$ cat config.mk
export PLATFORM = sky130hd
export DESIGN_NAME = wall_map_server
export DESIGN_NICKNAME = d
export VERILOG_FILES = /design/src/rtl/wall_map_server.sv
export SDC_FILE = /design/constraint.sdc
export NUM_CORES = 1
export LEC_CHECK = 0
export CORE_ASPECT_RATIO = 0.9
export CORE_MARGIN = 2
export CORE_UTILIZATION = 40
export CTS_BUF_LIST = sky130_fd_sc_hd__clkbuf_2
export CTS_CLUSTER_SIZE = 8
export DETAILED_ROUTE_END_ITERATION = 10
export PLACE_DENSITY = 0.58
export REMOVE_ABC_BUFFERS = 1
export SETUP_SLACK_MARGIN = 0.02
export SLEW_MARGIN = 25
export SYNTH_ARGS = -nofsm -noshare
export SYNTH_HDL_FRONTEND = slang
export SYNTH_SLANG_ARGS = --single-unit
$ cat constraint.sdc
create_clock -name clk -period 1.9 [get_ports clk]
set_input_delay 0.285 -clock clk [delete_from_list [all_inputs] [get_ports clk]]
set_output_delay 0.285 -clock clk [all_outputs]
set_load 0.02 [all_outputs]
$ cat src/rtl/wall_map_server.sv
// wall_map_server: tank-game wall bitmap with a free-running display read port, a query port
// for game logic and, when WALL_MAP_BREAKABLE_EN is defined, destructible interior walls.
module wall_map_server #(
  parameter int MAP_W = 64,
  parameter int MAP_H = 44
) (
  input  logic       clk,
  input  logic       rst_n,
  input  logic       i_load,
  input  logic [5:0] i_request_x,
  input  logic [5:0] i_request_y,
  output logic       o_is_wall,
  input  logic       i_q_valid,
  input  logic [5:0] i_q_x,
  input  logic [5:0] i_q_y,
  output logic       o_q_ready,
  output logic       o_q_valid,
  output logic       o_q_is_wall,
  input  logic       i_break_valid,
  input  logic [5:0] i_break_x,
  input  logic [5:0] i_break_y,
  output logic       o_break_hit,
  output logic       o_map_ready,
  output logic       dbg_state
);

  localparam int ROW_W = $clog2(MAP_H);

  typedef enum logic {INIT = 1'b0, READY = 1'b1} state_t;

  state_t             state_q, state_d;
  logic [ROW_W-1:0]   row_q, row_d;
  logic [MAP_W-1:0]   map_q [MAP_H];
  logic               q_accept;
  logic               break_fire;

  // Border ring plus a 2x2 block in every 8x8 tile where both coordinates have bits [2:1] == 2'b10.
  function automatic logic [MAP_W-1:0] init_row(input logic [ROW_W-1:0] y);
    logic [MAP_W-1:0] r;
    logic             inner_y;
    inner_y = (y[2:1] == 2'b10);
    r = '0;
    for (int x = 0; x < MAP_W; x++) begin
      r[x] = (x == 0) || (x == MAP_W - 1) || (inner_y && (x[2:1] == 2'b10));
    end
    if ((y == '0) || (y == ROW_W'(MAP_H - 1))) r = '1;
    return r;
  endfunction

  // Anything outside the field reads as wall so movers can never leave it.
  function automatic logic rd_cell(input logic [5:0] x, input logic [5:0] y);
    if ((int'(y) >= MAP_H) || (int'(x) >= MAP_W)) return 1'b1;
    return map_q[y][x];
  endfunction

  always_ff @(posedge clk or negedge rst_n) begin
    if (!rst_n) begin
      state_q <= INIT;
      row_q   <= '0;
    end else begin
      state_q <= state_d;
      row_q   <= row_d;
    end
  end

  always_comb begin
    state_d = state_q;
    row_d   = row_q;
    if (i_load) begin
      state_d = INIT;
      row_d   = '0;
    end else if (state_q == INIT) begin
      if (row_q == ROW_W'(MAP_H - 1)) begin
        state_d = READY;
        row_d   = '0;
      end else begin
        row_d = row_q + 1'b1;
      end
    end
  end

  assign o_map_ready = (state_q == READY);
  assign o_q_ready   = (state_q == READY);
  assign dbg_state   = state_q;

  // Query handshake: a query transfers on a cycle with i_q_valid && o_q_ready; o_q_valid pulses
  // on the following cycle with o_q_is_wall, which otherwise holds its last response.
  assign q_accept = i_q_valid && o_q_ready;

`ifdef WALL_MAP_BREAKABLE_EN
  logic break_interior;
  assign break_interior = (int'(i_break_x) >= 1) && (int'(i_break_x) <= MAP_W - 2) &&
                          (int'(i_break_y) >= 1) && (int'(i_break_y) <= MAP_H - 2);
  // A coinciding i_load wins; reads this cycle still see the pre-break bit.
  assign break_fire = i_break_valid && !i_load && (state_q == READY) && break_interior &&
                      rd_cell(i_break_x, i_break_y);

  always_ff @(posedge clk or negedge rst_n) begin
    if (!rst_n) o_break_hit <= 1'b0;
    else        o_break_hit <= break_fire;
  end
`else
  logic unused_break;
  assign unused_break = ^{i_break_valid, i_break_x, i_break_y};
  assign break_fire   = 1'b0;
  assign o_break_hit  = 1'b0;
`endif

  always_ff @(posedge clk or negedge rst_n) begin
    if (!rst_n) begin
      for (int r = 0; r < MAP_H; r++) map_q[r] <= '0;
    end else if (state_q == INIT) begin
      if (!i_load) map_q[row_q] <= init_row(row_q);
`ifdef WALL_MAP_BREAKABLE_EN
    end else if (break_fire) begin
      map_q[i_break_y][i_break_x] <= 1'b0;
`endif
    end
  end

  always_ff @(posedge clk or negedge rst_n) begin
    if (!rst_n) begin
      o_is_wall   <= 1'b0;
      o_q_valid   <= 1'b0;
      o_q_is_wall <= 1'b0;
    end else begin
      o_is_wall <= rd_cell(i_request_x, i_request_y);
      o_q_valid <= q_accept;
      if (q_accept) o_q_is_wall <= rd_cell(i_q_x, i_q_y);
    end
  end

endmodule

==> flow_summary.ini, run 1 <==
[run_status]
status = finished with violations
violations = negative setup slack

[place]
dp.cells = 978
portBuffers = 33
place.gp.congestion = 0.905
dp_hpwl_microns = 16400

[route]
vias = 5677
wl_microns = 21500
wl_met1_microns = 9460
drc = 0
top_layer_used = met4
dr.pass1.iters = 9
drtIter0Drc = 496
dr_wl_met2_microns = 10200
wl_per_cell_microns = 21.0
ant_nets = 0
vias_per_cell = 5.56
route.met3.wl_microns = 1470

[critical_path]
cp_max_fo = 2
cp_top_family = multiplexers
slowest_stage = mux4_2
critPathBufInv = 0
worstSetupPathType = reg2reg
cp.arrival_ns = 2.56
startpoint_type = register
worstPathRequired_ns = 2.54
cp_common_cell = mux4_2
slowest_delay_ns = 0.49
rrSetupSlack_ns = -0.01
cp-end-kind = register
cp_cell_sequence = mux4_2 -> mux4_2 -> a311oi_2 -> o211ai_1

[global_routing]
antenna_found_initial = 0
grt_pass1_vias = 5907
grt_max_degree = 43
grt_pass1_wl_microns = 34100
grt_use_total_pct = 23.3
grt-ovfl-total = 0

[logic_synthesis]
ys_ff_latch = 142
ys.flop_type = dfrtp_1
synthDistinctLibCells = 58
synth-seq-area-share_pct = 48.0
synth_edf_count = 0
syn_inst = 602
ys_async_sr_fraction_pct = 100
synth_area_sq_um = 7410
synth.avg_cell_area_sq_um = 12.3
yosys_warnings = 0

[cells_and_area]
fin_cells = 1021
area_growth_pct = 24.8
seq_area_sq_um = 3550
multi_input_area_sq_um = 3680
nFillCells = 1641
layout.nets = 807
drive_gt1_share_pct = 33.0
num_antenna_cells = 0
final_core_utilization_pct = 50.6

[sta]
fin_crit_ns = 1.91
finalCritPeriodShare_pct = 101
grt_setup_unrepaired = true
whs_ns = 0.208
max_freq_mhz = 523
slew_headroom_pct = 64.8
worst_slew_pin_slew_ns = 0.528
finalSetupViolations = 1
setup_ws_ns = -0.0122
drv_slew = 0
fin_skew_ns = 0.0214
hold_viol_final = 0

[die]
die_x_microns = 147
dieArea_sq_um = 19600
floorplan.initialDensity_pct = 40.5
io_pins = 48
die_height_microns = 133
rows = 47
core_area_sq_um = 18300

[cts]
clk_path_buf_depth = 2
clk_pin_slew_ns = 0.22
cts_made_buffers = 17
cts_tree = done
cts_sinks = 142
clock_latency_ns = 0.76
htreeDepth = 4
cts-root-buf = clkbuf_2

[run]
drv_cap = 0

[pwr]
ir_drop_uv = 442
leakage_nw = 4.45
power_density_nw_per_um2 = 665
power_mw = 6.15

[hold_path]
hold_class = in2reg
routing by layer:
metal  vias up  GRT usage [%]
li1       2516              -
met1      2924           32.7
met2       206           36.5
met3        31           6.06
met4         0           5.77
met5         -              0
sequential cells by signal (all words and copies together) (netlist names):
signal,cells
row_q,6
map_q,132
dbg_state,1
o_is_wall,1
o_q_valid,1
o_q_is_wall,1
repair_timing:
item | 4_1_cts | 5_1_grt
setup buffers | 8 | 1
setup endpoints to repair | 10 | 12
pin swaps | 5 | 6
endpoints found under the hold margin | 142 | 0
hold buffers | 3 | 0
resized for setup | 26 | 14
cell families (layout without fill, tap and decap cells):
kind of cell             count (synthesis)  in the layout  synth area share [%]
AND/OR/NAND/NOR                        251            251                  18.4
flip-flops                             142            142                  48.0
multiplexers                            95             95                  23.2
AO/OA/AOI/OAI                           71             71                  6.91
buffers and inverters                   39            213                  3.07
adder cells (fa/ha/maj)                  2              2                 0.338
other                                    1              1                0.0506
XOR/XNOR                                 1              1                 0.118
synth_stat cells, drive strengths merged (9+ instances only):
master	n	area, sq um
mux4	57	1330
nor2	28	105
a21o	10	75.1
o21ai	18	90.1
nand2b	52	325
dfrtp	142	3550
mux2i	31	310
and2	55	344
clkbuf	9	33.8
nor3	10	61.3
nand2	58	218
buf	22	164
nor2b	16	100
worst min-delay path: stages:
cell,delay [ns]
clkdlybuf4s50_1,0.48
buf_4,0.14
nor2_1,0.04
final timing paths:
check	start	depth (start not counted)	end
min reg2reg	map_q[256]$_DFFE_PN0P_	1	map_q[256]$_DFFE_PN0P_
max in group asynchronous	rst_n	4	map_q[766]$_DFFE_PN0P_
min	i_load	3	row_q[2]$_DFFE_PN0P_
min in group asynchronous	rst_n	3	map_q[704]$_DFFE_PN0P_
max	map_q[830]$_DFFE_PN0P_	4	o_is_wall$_DFF_PN0_
max reg2reg	map_q[830]$_DFFE_PN0P_	4	o_is_wall$_DFF_PN0_
metrics by stage:
| step | area [sq um] | setup WS [ns] | setup TNS, ns |
|---|---|---|---|
| after floorplan | 7210 | -0.00608 | -0.00608 |
| after global placement | 8870 | -0.473 | -2.67 |
| after detailed placement | 8870 | -0.450 | -4.00 |
| after CTS | 9190 | 0.00811 | 0 |
| after global routing | 9250 | -0.0669 | -0.0669 |
| final | 9250 | -0.0122 | -0.0122 |
final cells by class:
class,count,area share (%)
multi-input cells,421,39.8
flip-flops and latches,142,38.4
repair buffers,174,15.5
well taps,245,3.32
clock inverters,13,1.61
clock buffers,18,0.974
inverters,8,0.325
power breakdown:
part           total, mW  internal, mW  switching, mW  leakage, nW
logic               1.00         0.521          0.481         2.38
registers           3.29          3.16          0.124         1.93
clock network       1.86         0.714           1.15        0.141
total               6.15          4.40           1.75         4.45
placed cells by master, fill, tap and decap left out, drive strengths merged, types with 22 or more instances in the layout:
cell type,count
and2,55
buf,146
clkdlybuf4s50,22
dfrtp,142
mux2i,31
mux4,57
nand2,58
nand2b,52
nor2,28
Note: power is estimated with default switching activity, not from simulation.
==> inputs of run 2 (changes only) <==
- CORE_MARGIN: 2 -> 5
- PLACE_DENSITY: 0.58 -> 0.71
==> run 2 against run 1 <==
The run still ends with negative setup slack left. Clock skew up 0.0053 ns. Worst setup slack worse by 0.074 ns. Sequential share of layout area down 0.42 points. Combinational power about the same. Via count up 4.0%. Non-clock buffer count up 6. Largest cell class unchanged. Sequential cell count unchanged. Cell area up 1.1%. Fmax down 3.7%. Total power up 2.0%.
==> flow_summary.ini, run 2 (synthesis gave the netlist of run 1 again) <==
[run_status]
status = finished with violations
violations = negative setup slack

[global_routing]
grt_pass1_vias = 6078
grt_pass1_wl_microns = 33900
grt-ovfl-total = 0
antenna_found_initial = 1
grt_max_degree = 51
grt_use_total_pct = 20.6

[critical_path]
critPathBufInv = 0
startpoint_type = register
cp.arrival_ns = 2.61
cp_cell_sequence = mux4_2 -> mux4_2 -> a311oi_2 -> o211ai_1
rr_startpoint = map_q[1086]$_DFFE_PN0P_
worstSetupPathType = reg2reg
slowest_delay_ns = 0.54
cp_top_family = multiplexers
rrSetupSlack_ns = -0.09
worstRegToRegCells = 4
cp_num_cells = 4
worstSetupEndpoint = o_is_wall$_DFF_PN0_
reg2reg_to = o_is_wall$_DFF_PN0_
cp_max_fo = 2
slowest_stage = mux4_2
cp-end-kind = register
worstPathRequired_ns = 2.53
cp-startpoint = map_q[1086]$_DFFE_PN0P_
cp_common_cell = mux4_2

[die]
die_x_microns = 153
floorplan.initialDensity_pct = 40.5
die_height_microns = 139
dieArea_sq_um = 21400
rows = 47
core_area_sq_um = 18300
io_pins = 48

[cells_and_area]
num_antenna_cells = 0
reg_top3 = map_q (132), row_q (6)
final_core_utilization_pct = 51.1
layout.nets = 813
drive_gt1_share_pct = 33.2
largest-register = map_q
largest_register_ffs = 132
area_growth_pct = 26.2
final_cell_mix = dfrtp_1, buf_4, nand2_1, and2_1, nand2b_1
final_common_cell = dfrtp_1

[sta]
drv_slew = 0
grt_setup_unrepaired = true
fin_crit_ns = 1.99
finalCritPeriodShare_pct = 105
finalSetupViolations = 1
worst_slew_pin_slew_ns = 0.497
max_freq_mhz = 503
finalSetupTns_ns = -0.0864
fin_skew_ns = 0.0267
setup_ws_ns = -0.0864
slew_headroom_pct = 66.0
hold_viol_final = 0

[route]
ant_nets = 0
drc = 0
wl_microns = 21900
dr.pass1.iters = 5
vias_per_cell = 5.75
wl_met1_microns = 9310
wl_per_cell_microns = 21.3
dr_wl_met2_microns = 10100
drtIter0Drc = 672
route.met3.wl_microns = 1490
vias = 5906
top_layer_used = met4

[cts]
clock_latency_ns = 0.76
clk_path_buf_depth = 2
cts-root-buf = clkbuf_2
cts_tree = done
htreeDepth = 4
cts_made_buffers = 17
clk_pin_slew_ns = 0.23
cts_sinks = 142

[hold_path]
hold_class = in2reg

[place]
place.gp.congestion = 0.908
portBuffers = 33
dp_hpwl_microns = 16500

[pwr]
power_density_nw_per_um2 = 671
leakage_nw = 4.54
ir_drop_uv = 355

[run]
drv_cap = 0
==> run 2: power by group <==
group          switching (mW)  internal, mW
registers               0.136          3.16
clock network            1.12         0.871
logic                   0.479         0.506
==> run 2: how the worst min path moves through the flow <==
stage | from | endpoint | slack [ns] | cells past startpoint
after floorplan | rst_n | dbg_state$_DFF_PN0_ | -0.01 | 0
after global placement | rst_n | map_q[1662]$_DFFE_PN0P_ | 0.27 | 1
after detailed placement | rst_n | map_q[1726]$_DFFE_PN0P_ | 0.28 | 1
after CTS | i_load | row_q[1]$_DFFE_PN0P_ | 0.17 | 3
after global routing | i_load | row_q[1]$_DFFE_PN0P_ | 0.14 | 3
final | i_load | row_q[1]$_DFFE_PN0P_ | 0.21 | 3
==> run 2: final cells by class <==
type | count | area, sq um
clock buffer | 20 | 100
multi-input combinational | 421 | 3690
timing repair buffer | 180 | 1500
clock inverter | 11 | 168
fill | 1552 | 8940
tap | 245 | 307
sequential | 142 | 3550
inverter | 8 | 30.0
==> run 2: stage by stage <==
step	worst slack [ns]	cells	hold WS [ns]	instance area (sq um)	power (mW)
floorplan	-0.00608	571	-0.0106	7210	3.70
global placement	-0.729	986	0.271	8950	4.26
detailed placement	-0.719	986	0.280	8950	4.29
CTS	-0.0485	1024	0.167	9280	6.29
global route	-0.148	1027	0.138	9350	6.53
finish	-0.0864	1027	0.214	9350	6.27
==> run 2: layer usage <==
metal,up-vias,track usage (%)
met5,-,0
met4,0,8.74
met3,77,5.12
met2,262,31.5
met1,3026,28.2
li1,2541,-
==> run 2: worst reg2reg max path, stage by stage, from the launching register on <==
cell and delay, ns:
dfrtp_1 0.46, mux4_2 0.49, mux4_2 0.54, a311oi_2 0.27, o211ai_1 0.11
==> run 2: what timing repair did <==
item,CTS,global route
setup buffers,4,3
pin swaps,2,3
gates resized for setup,20,16
hold buffers,3,0
hold endpoints to repair,142,0
setup endpoints to repair,13,23
==> inputs of run 3 (changes only) <==
- CORE_UTILIZATION: 40 -> 45
- PLACE_DENSITY: 0.71 -> 0.77
- TNS_END_PERCENT: default -> 10
==> run 3 against run 2 <==
The run still ends with negative setup slack left. Critical path depth stayed put. Sequential cell count unchanged. Die area decreased by 10%. Worst setup slack better by 0.043 ns. Via count decreased by 2.3%. Core utilization is 6.0 points higher. Total power is 3.1% lower. Clock power decreased by 9.5%. Clock skew is 0.012 ns higher. Register-to-register slack better by 0.04 ns. Worst hold slack worse by 0.15 ns. Largest cell class unchanged.
==> flow_summary.ini, run 3 (synthesis gave the netlist of run 1 again) <==
[sta]
fin_skew_ns = 0.0383
finalCritPeriodShare_pct = 102
drv_slew = 0
max_freq_mhz = 514
setup_ws_ns = -0.0438
slew_headroom_pct = 59.9
worst_slew_pin_slew_ns = 0.599
fin_crit_ns = 1.94
hold_viol_final = 0
finalSetupTns_ns = -0.0486
finalSetupViolations = 2
grt_setup_unrepaired = true

[cells_and_area]
reg_top3 = map_q (132), row_q (6)
num_antenna_cells = 0
nFillCells = 1287
layout.nets = 805
final_cell_mix = dfrtp_1, buf_4, nand2_1, and2_1, nand2b_1
drive_gt1_share_pct = 32.8
largest_register_ffs = 132
final_common_cell = dfrtp_1
area_growth_pct = 24.3
largest-register = map_q

[route]
ant_nets = 0
dr.pass1.iters = 5
vias_per_cell = 5.88
wl_per_cell_microns = 21.9
vias = 5773
wl_microns = 21500
drc = 0
drtIter0Drc = 529

[critical_path]
rrSetupSlack_ns = -0.04
cp.arrival_ns = 2.59
cp-end-kind = register
cp_max_fo = 2
startpoint_type = register
worstRegToRegCells = 4
worstSetupPathType = reg2reg
worstPathRequired_ns = 2.54
rr_startpoint = map_q[1214]$_DFFE_PN0P_
reg2reg_to = o_is_wall$_DFF_PN0_

[pwr]
power_mw = 6.08
leakage_nw = 4.48
combPwrFrac_pct = 16.0
swShare_pct = 29.4
seqPwrFrac_pct = 54.4
power.share.clock_pct = 29.6
switching_power_mw = 1.78
power_density_nw_per_um2 = 660
p_int_mw = 4.29
ir_drop_uv = 501

[global_routing]
grt-ovfl-total = 0
grt_use_total_pct = 23.2
antenna_found_initial = 0
grt_max_degree = 57
grt_pass1_wl_microns = 34700
grt_pass1_vias = 6163

[cts]
cts_tree = done
clk_pin_slew_ns = 0.23
cts-root-buf = clkbuf_2
cts_sinks = 142
cts_made_buffers = 17
clk_path_buf_depth = 2
clock_latency_ns = 0.73
htreeDepth = 4

[die]
die_height_microns = 132
die_x_microns = 145
io_pins = 48
rows = 44
dieArea_sq_um = 19100
floorplan.initialDensity_pct = 45.9
core_area_sq_um = 16100

[hold_path]
hold_class = in2async

[place]
portBuffers = 33
pre_cts_slack_ns = -0.690
place.gp.congestion = 0.984
dp_hpwl_microns = 16400

[run_status]
violations = negative setup slack
status = finished with violations

[run]
drv_cap = 0
## run 3: changes by cell type in the layout (fill, tap and decap cells not counted), moves of 2 or more
cell	before	now
buf_4	136	129
bufinv_16	4	2
clkinv_2	3	1
clkinvlp_4	2	4
dlygate4sd3_1	3	1
inv_6	0	2
or3_1	4	2
or3_4	0	2
## run 3: area by class of cell
class | instances | area (sq um) | share of cell area, %
sequential | 142 | 3550 | 38.6
timing repair buffer | 172 | 1450 | 15.7
tap | 207 | 259 | 2.81
clock inverter | 12 | 136 | 1.48
multi-input combinational | 421 | 3690 | 40.0
inverter | 8 | 30.0 | 0.326
clock buffer | 20 | 100 | 1.09
## run 3: routing by layer
layer	global-route usage, %	vias to the layer above	routed length [microns]
li1	-	2520	-
met1	31.4	2947	8920
met2	36.0	252	10200
met3	6.63	54	1750
met4	8.19	0	639
met5	0	-	0
## run 3: repair_timing
| action | in CTS | in global routing |
|---|---|---|
| gates resized for setup | 23 | 15 |
| buffers inserted | 0 | 3 |
| endpoints found under the setup margin | 17 | 21 |
| hold buffers | 1 | 0 |
| pin swaps | 1 | 3 |
| hold endpoints to repair | 142 | 0 |
## run 3: worst max-delay path by stage
| stage | start | endpoint | slack, ns |
|---|---|---|---|
| floorplan | dbg_state$_DFF_PN0_ | map_q[2813]$_DFFE_PN0P_ | -0.006 |
| global placement | i_request_y[0] | o_is_wall$_DFF_PN0_ | -0.75 |
| detailed placement | i_request_y[0] | o_is_wall$_DFF_PN0_ | -0.69 |
| CTS | map_q[318]$_DFFE_PN0P_ | o_q_is_wall$_DFFE_PN0P_ | -0.06 |
| global route | map_q[1086]$_DFFE_PN0P_ | o_is_wall$_DFF_PN0_ | -0.10 |
| finish | map_q[1214]$_DFFE_PN0P_ | o_is_wall$_DFF_PN0_ | -0.04 |
## run 3: power by group through the flow
| stage | registers [mW] | clock network (mW) | logic, mW |
|---|---|---|---|
| 2_1_floorplan | 3.29 | 0 | 0.409 |
| 3_3_place_gp | 3.34 | 0 | 0.904 |
| 3_5_place_dp | 3.35 | 0 | 0.936 |
| 4_1_cts | 3.30 | 1.83 | 0.940 |
| 5_1_grt | 3.32 | 1.98 | 1.04 |
| 6_report | 3.31 | 1.80 | 0.970 |
## run 3: critical path, stage by stage, from the launching register on
cell and delay (ns):
dfrtp_1 0.46, mux4_2 0.49, mux4_2 0.53, a311oi_2 0.27
o211ai_1 0.10
## run 3: metrics by stage
| step | cell area [sq um] | std cells | utilization [%] | hold WS, ns |
|---|---|---|---|---|
| 2_1_floorplan | 7210 | 571 | - | -0.0106 |
| 3_3_place_gp | 8900 | 946 | 55.2 | 0.280 |
| 3_5_place_dp | 8900 | 946 | 55.2 | 0.286 |
| 4_1_cts | 9140 | 979 | 56.7 | 0.0269 |
| 5_1_grt | 9210 | 982 | 57.1 | 0.0597 |
| 6_report | 9210 | 982 | 57.1 | 0.0629 |
